File: src/rtl/mem_port_arbiter.sv
// mem_port_arbiter: INIT sequencer and two-port arbiter for the shared single-port memory.
// Define MEM_ARB_RR_EN for round-robin arbitration; otherwise fixed priority with a port-1 starvation guard.
`ifndef ISIZE
`define ISIZE 16
`endif
`ifndef DSIZE
`define DSIZE 16
`endif

module mem_port_arbiter #(
   parameter int AW          = `ISIZE,
   parameter int DW          = `DSIZE,
   parameter int INIT_CYCLES = 4,
   parameter int MAX_WAIT    = 4
) (
   input  logic          clk,
   input  logic          rst_n,
   input  logic          req0,
   input  logic          req1,
   input  logic          wen0,
   input  logic          wen1,
   input  logic [AW-1:0] addr0,
   input  logic [AW-1:0] addr1,
   input  logic [DW-1:0] wdata0,
   input  logic [DW-1:0] wdata1,
   output logic          gnt0,
   output logic          gnt1,
   output logic          rvalid0,
   output logic          rvalid1,
   output logic [DW-1:0] rdata,
   output logic          busy,
   output logic          mem_rst,
   output logic          mem_wen,
   output logic [AW-1:0] mem_addr,
   output logic [DW-1:0] mem_wdata,
   input  logic [DW-1:0] mem_rdata
);
   localparam int CW = (INIT_CYCLES > 1) ? $clog2(INIT_CYCLES) : 1;
   localparam int WW = $clog2(MAX_WAIT + 1);

   typedef enum logic {INIT, RUN} state_t;

   state_t        state_q, state_d;
   logic [CW-1:0] cnt_q, cnt_d;
   logic [AW-1:0] addr_q, addr_d;
   logic          rvalid0_q, rvalid0_d, rvalid1_q, rvalid1_d;
   logic          run, win1;
`ifdef MEM_ARB_RR_EN
   logic          ptr_q, ptr_d;
`else
   logic [WW-1:0] wait_q, wait_d;
`endif

   always_comb begin
      run = state_q == RUN;
      busy = !run;
      mem_rst = !run;
`ifdef MEM_ARB_RR_EN
      win1 = req1 && (!req0 || ptr_q);
      ptr_d = ptr_q;
`else
      win1 = req1 && (!req0 || wait_q == WW'(MAX_WAIT));
`endif
      gnt1 = run && win1;
      gnt0 = run && req0 && !win1;
      mem_wen = gnt0 ? wen0 : gnt1 ? wen1 : 1'b0;
      // with no grant the address bus parks on the last granted address
      mem_addr = gnt0 ? addr0 : gnt1 ? addr1 : addr_q;
      mem_wdata = gnt0 ? wdata0 : gnt1 ? wdata1 : '0;
      addr_d = mem_addr;
      rvalid0_d = gnt0 && !wen0;
      rvalid1_d = gnt1 && !wen1;
      state_d = (run || cnt_q == '0) ? RUN : INIT;
      cnt_d = (run || cnt_q == '0) ? cnt_q : cnt_q - 1'b1;
`ifdef MEM_ARB_RR_EN
      ptr_d = gnt0 ? 1'b1 : gnt1 ? 1'b0 : ptr_q;
`else
      wait_d = (run && req1 && !gnt1) ? wait_q + 1'b1 : '0;
`endif
   end

   always_ff @(posedge clk or negedge rst_n) begin
      if (!rst_n) begin
         state_q   <= INIT;
         cnt_q     <= CW'(INIT_CYCLES - 1);
         addr_q    <= '0;
         rvalid0_q <= 1'b0;
         rvalid1_q <= 1'b0;
`ifdef MEM_ARB_RR_EN
         ptr_q     <= 1'b0;
`else
         wait_q    <= '0;
`endif
      end else begin
         state_q   <= state_d;
         cnt_q     <= cnt_d;
         addr_q    <= addr_d;
         rvalid0_q <= rvalid0_d;
         rvalid1_q <= rvalid1_d;
`ifdef MEM_ARB_RR_EN
         ptr_q     <= ptr_d;
`else
         wait_q    <= wait_d;
`endif
      end
   end

   assign rvalid0 = rvalid0_q;
   assign rvalid1 = rvalid1_q;
   assign rdata   = mem_rdata;

endmodule
File: config.mk
export PLATFORM = sky130hd
export DESIGN_NAME = mem_port_arbiter
export DESIGN_NICKNAME = d
export VERILOG_FILES = /design/src/rtl/mem_port_arbiter.sv
export SDC_FILE = /design/constraint.sdc
export NUM_CORES = 1
export LEC_CHECK = 0
export ABC_AREA = 0
export BUFFER_PORTS_ARGS = -buffer_cell sky130_fd_sc_hd__buf_2
export CAP_MARGIN = 10
export CORE_ASPECT_RATIO = 2
export CORE_MARGIN = 2
export CORE_UTILIZATION = 34
export DETAILED_ROUTE_END_ITERATION = 12
export PLACE_DENSITY_LB_ADDON = 0.08
export SKIP_CTS_REPAIR_TIMING = 1
export SYNTH_ARGS = -nofsm -noshare
export SYNTH_HDL_FRONTEND = slang
export SYNTH_SLANG_ARGS = --single-unit
File: constraint.sdc
create_clock -name clk -period 1.5 [get_ports clk]
set_input_delay 0.075 -clock clk [delete_from_list [all_inputs] [get_ports clk]]
set_output_delay 0.075 -clock clk [all_outputs]
set_load 0.01 [all_outputs]
# --- After elaboration in Yosys (flattened, before gate mapping) ---
# Index checks and enable logic that the tools add are counted.
# W data, S select, Z words.
totals:
  reg_bits: 24
  output_inout_bits: 55
  word_cells: 34
classes:
  addsub: 2
  eq_ne: 1
  mux: 8
  reduce_logical: 17
op_table:
  columns: ["cell", "count"]
  rows:
  - ["$mux W16", 4]
  - ["$logic_and A1 B1 Y1", 8]
  - ["$logic_not A1 Y1", 6]
  - ["$add A3 B1 Y3 const B", 1]
  - ["$eq A3 B3 Y1 const B", 1]
  - ["$mux W1", 3]
  - ["$mux W3", 1]
  - ["$logic_not A2 Y1", 1]
  - ["$logic_or A1 B1 Y1", 2]
  - ["$sub A2 B1 Y2 const B", 1]

# --- Longest topological paths before layout ---
depth:
  depth_word: 7
  depth_mapped: 9

# --- Worst setup path after synthesis ---
# Ideal clock, no wire load.
synth_path:
  kind: "reg2reg"
  start: "register wait_q[0]"
  end: "register addr_q[10]"
  setup_time_ps: 131
  arrival_time_ps: 1656
  required_time_ps: 1369
  setup_slack_ps: -287
  stages_incl_launch_ff: 9
  path_buffers: 3
  synth_period_minus_slack_ps: 1787
  cell_sequence: "dfrtp_1 > inv_1 > ha_1 > and3_1 > buf_6 > or2_1 > buf_6 > buf_6 > a31oi_1"
synth_via:
  elab_chain_cells: 6
synth_lines:
  columns: ["item", "line", "rtl"]
  rows:
  - ["from (decl)", "51", "logic [WW-1:0] wait_q, wait_d;"]
  - ["from (signal assigned)", "103", "wait_q <= wait_d;"]
  - ["$eq A3 B3 Y1 (*)", "62", "win1 = req1 && (!req0 || wait_q == WW'(MAX_WAIT));"]
  - ["$logic_or A1 B1 Y1 (*)", "62", null]
  - ["$logic_and A1 B1 Y1 (*)", "62", null]
  - ["$logic_and A1 B1 Y1 or $logic_not A1 Y1 (tied branches)", "64, 65", null]
  - ["$mux W16 or $logic_and A1 B1 Y1 (tied branches)", "68, 65", null]
  - ["$mux W16 (*)", "68", "mem_addr = gnt0 ? addr0 : gnt1 ? addr1 : addr_q;"]
  - ["named net mem_addr[10]", "34", "output logic [AW-1:0] mem_addr,"]
  - ["to (signal assigned)", "97", "addr_q <= addr_d;"]
  - ["to (decl)", "45", "logic [AW-1:0] addr_q, addr_d;"]
# Mark *: on every way through the listed nets, which the timed path passes. The rest lies on a longest branch.
# A chain may end at the register's enable or synchronous reset.

# --- Final worst setup path ---
layout_path:
  start: "register wait_q[1]"
  end: "output mem_wdata[13]"
layout_via:
  elab_chain_cells: 6
layout_lines:
  columns: ["item", "line", "rtl"]
  rows:
  - ["$eq A3 B3 Y1 (*)", "62", null]
  - ["$logic_or A1 B1 Y1 (*)", "62", null]
  - ["$logic_and A1 B1 Y1 (*)", "62", null]
  - ["$logic_and A1 B1 Y1 or $logic_not A1 Y1 (tied branches)", "64, 65", null]
  - ["$mux W16 or $logic_and A1 B1 Y1 (tied branches)", "69, 65", null]
  - ["$mux W16 (*)", "69", "mem_wdata = gnt0 ? wdata0 : gnt1 ? wdata1 : '0;"]
  - ["to (decl)", "35", "output logic [DW-1:0] mem_wdata,"]
# Mark *: on every way between the ends. The rest lies on a longest branch, timed or not.

==> impl_metrics.env <==
export IMPL_status="finished, violations left"
export IMPL_failed_checks="negative setup slack"
export IMPL_port_buffers=108
export IMPL_min_delay_path_class="input port to register"
export IMPL_gate_count_after_technology_mapping=166
export IMPL_power_static_leakage_nw=1.21
export IMPL_worst_ir_drop_vdd_uv=621
export IMPL_r2r_end="addr_q[14]"
export IMPL_synth_top_cell_by_area="sky130_fd_sc_hd__dfrtp_1"
export IMPL_slew_headroom_pct=64.2
export IMPL_intPower_mw=1.23
export IMPL_drcViolationCount=0
export IMPL_worstPathMaxFanout=9
export IMPL_power_switching_fraction_pct=30.5
export IMPL_max_cap_violations=0
export IMPL_top_level_ports=141
export IMPL_area_delta_synth_final_pct=71.2
export IMPL_grt_pass1_vias=1738
export IMPL_detailedRoute_firstIterationViolations=7
export IMPL_seq_area_frac_synth_pct=39.3
export IMPL_postPlaceCellArea_sq_um=2280
export IMPL_timing_final_crit_share_pct=126
export IMPL_cts_inserted_buffers=3
export IMPL_clock_period_minus_final_worst_setup_slack_ps=1890
export IMPL_worstSetupPathType="register to primary output"
export IMPL_die_width_um=51.5
export IMPL_layout_common_cells="102 x sky130_fd_sc_hd__buf_2, 23 x sky130_fd_sc_hd__buf_4, 22 x sky130_fd_sc_hd__dfrtp_1"
export IMPL_switchingPower_mw=0.538
export IMPL_grt_start_max_net_pins=25
export IMPL_min_delay_path_depth=3
export IMPL_finalSetupViolCount=43
export IMPL_timing_hold_worst_start="req0"
export IMPL_detail_route_first_pass_iterations=4
export IMPL_grt_first_pass_wirelength_mm=8.05
export IMPL_post_synth_num_cell_types=28
export IMPL_cts_root_buf="sky130_fd_sc_hd__clkbuf_8"
export IMPL_synth_largest_type_area_fraction_pct=35.9
export IMPL_clk_path_buf_depth=2
export IMPL_critical_path_max_stage_delay_ps=370
export IMPL_crit_reg2reg_launch="wait_q[0]"
export IMPL_synth_ff_latch_count=24
export IMPL_seq_pwr_share_pct=39.9
export IMPL_rrSetupSlack_ps=-140
export IMPL_hpwlAfterDp_mm=4.17
export IMPL_dieHeight_um=99.0
export IMPL_startpoint_type="register"
export IMPL_fp_dieArea_sq_um=5100
export IMPL_routed_via_count=1797
export IMPL_power_per_cell_area_nw_per_um2=672
export IMPL_setup_slack_ps=-387
export IMPL_worst_endpoint_required_ps=1420
export IMPL_clock_fmax_mhz=530
export IMPL_finish_instance_area_sq_um=2630
export IMPL_fin_cells=335
export IMPL_cts_htree_levels=1
export IMPL_cts_sinks=24
export IMPL_synth_edff_count=0
export IMPL_worstSetupEndpointType="primary output"
export IMPL_finalHoldWorstSlack_ps=110
export IMPL_critical_path_cell_chain="inv_2 > ha_4 > and3_4 > or2_4 > buf_12 > inv_6 > a22o_1 > buf_2"
export IMPL_route_detailed_wl_per_inst_um=16.9
export IMPL_overflow=0
export IMPL_placed_cells_incl_taps=322
export IMPL_grt_antenna_before_repair=0
export IMPL_place_worst_setup_slack_ps=-194
export IMPL_critPathSlowestCell="sky130_fd_sc_hd__dfrtp_1"
export IMPL_cp_arrival_ps=1810
export IMPL_worst_slew_pin_slew_ps=538
export IMPL_critical_path_n_buffers_inverters=4
export IMPL_num_nets_final=371
export IMPL_ff2ff_path_depth=8
export IMPL_path_clk_slew_ps=80
export IMPL_postSynthNetCount=255
export IMPL_postSynth_asyncResetShare_pct=100
export IMPL_clock_skew_final_ps=5.86
export IMPL_power_share_of_the_clock_group_pct=22.2
export IMPL_layout_commonest_cell="sky130_fd_sc_hd__buf_2"
export IMPL_vias_per_cell=5.36
export IMPL_post_synth_main_area_contributors="sky130_fd_sc_hd__dfrtp_1 36%, sky130_fd_sc_hd__a22o_1 9.7%, sky130_fd_sc_hd__buf_4 8.8%"
export IMPL_post_route_cells_drive_above_1_share_pct=64.8
export IMPL_power_mw=1.77
export IMPL_dominantRegCellSynth="sky130_fd_sc_hd__dfrtp_1"
export IMPL_rows=34
export IMPL_finalWirelength_mm=5.65
export IMPL_core_region_area_sq_um=4340
export IMPL_gp_congestion=0.788
export IMPL_tritoncts_clock_tree="built"
export IMPL_finalHoldViolCount=0
export IMPL_hold_worst_path_end="wait_q[2]"
export IMPL_gr_usage_all_layers_pct=20.8
export IMPL_syn_avg_cell_area_sq_um=9.25
export IMPL_antenna_diode_count=0
export IMPL_rsz_0062_raised_after_global_routing="true"
export IMPL_clock_latency_on_the_worst_skew_pair_ps=270
export IMPL_ant_nets=0
export IMPL_final_max_slew_violation_count=0
export IMPL_floorplan_initialDensity_pct=35.4
export IMPL_combPwrFrac_pct=38.0
export IMPL_path_delay_family="buffers and inverters"
export IMPL_yosysWarningCount=0
export IMPL_syn_cell_area_sq_um=1540
cells in the mapped netlist (2+ instances only):
| cell | instances |
|---|---|
| sky130_fd_sc_hd__dfrtp_1 | 22 |
| sky130_fd_sc_hd__buf_4 | 18 |
| sky130_fd_sc_hd__a22o_1 | 17 |
| sky130_fd_sc_hd__nor3_1 | 17 |
| sky130_fd_sc_hd__o21ai_0 | 17 |
| sky130_fd_sc_hd__a31oi_1 | 16 |
| sky130_fd_sc_hd__nand4_1 | 16 |
| sky130_fd_sc_hd__clkbuf_1 | 8 |
| sky130_fd_sc_hd__inv_1 | 5 |
| sky130_fd_sc_hd__buf_6 | 4 |
| sky130_fd_sc_hd__ha_1 | 3 |
| sky130_fd_sc_hd__nand2_1 | 3 |
| sky130_fd_sc_hd__nor2_1 | 3 |
| sky130_fd_sc_hd__and2_1 | 2 |
| sky130_fd_sc_hd__dfstp_2 | 2 |
power by group through the flow:
stage	Clock (mW)	Combinational (mW)	Sequential (mW)
3_5_place_dp	0	0.567	0.717
6_report	0.391	0.671	0.705
3_3_place_gp	0	0.564	0.716
2_1_floorplan	0	0.333	0.716
5_1_grt	0.419	0.721	0.708
4_1_cts	0.400	0.569	0.704
flip-flops by register name (all words and copies together) (netlist names):
| name | flops |
|---|---|
| run | 1 |
| rvalid1 | 1 |
| wait_q | 3 |
| rvalid0 | 1 |
| cnt_q | 2 |
| addr_q | 16 |
worst min-delay path, delay by kind of cell:
family,cells,cell delay (ps)
and+or+nand+nor,2,150
buffers and inverters,1,130
logic make-up after synthesis:
group                      count (synthesis)  synth area share (%)
and+or+nand+nor                           46                  16.3
AOI/OAI and AO/OA                         53                  23.5
buffers and inverters                     38                  17.3
muxes                                      1                 0.652
adders and majority gates                  3                  2.45
xor gates and xnor gates                   1                 0.571
DFF                                       24                  39.3
worst max-delay path by stage:
stage	start	end	slack [ps]	cells after the start
4_1_cts	wait_q[1]	mem_wdata[10]	-500	6
3_3_place_gp	wait_q[1]	mem_wdata[10]	-150	6
3_5_place_dp	wait_q[1]	mem_wdata[10]	-190	6
2_1_floorplan	wait_q[0]	addr_q[10]	-150	8
5_1_grt	wait_q[1]	mem_wdata[13]	-480	8
6_report	wait_q[1]	mem_wdata[13]	-390	8
per-stage QoR:
step,setup TNS (ps),util [%]
final,-12740,60.6
after global routing,-15650,60.6
after CTS,-16770,53.6
after detailed placement,-5680,52.6
after global placement,-4280,52.6
after floorplan,-4260,-
routing by layer:
layer  vias to the layer above  part of all wire, %  track usage (%)
met3                        12                  5.8             2.42
met2                        83                   59             40.7
met1                       866                   34             21.3
li1                        836                    -                -
met5                         -                    0                0
met4                         0                  1.6             7.09
final cells by class:
cell class	instances	area, sq um
Clock buffer	4	45.0
Sequential cell	24	603
Inverter	6	38.8
Fill cell	426	1710
Tap cell	54	67.6
Timing Repair inverter	1	8.76
Multi-Input combinational cell	104	968
Timing Repair Buffer	142	897
Power figures use the tool's default switching activity.
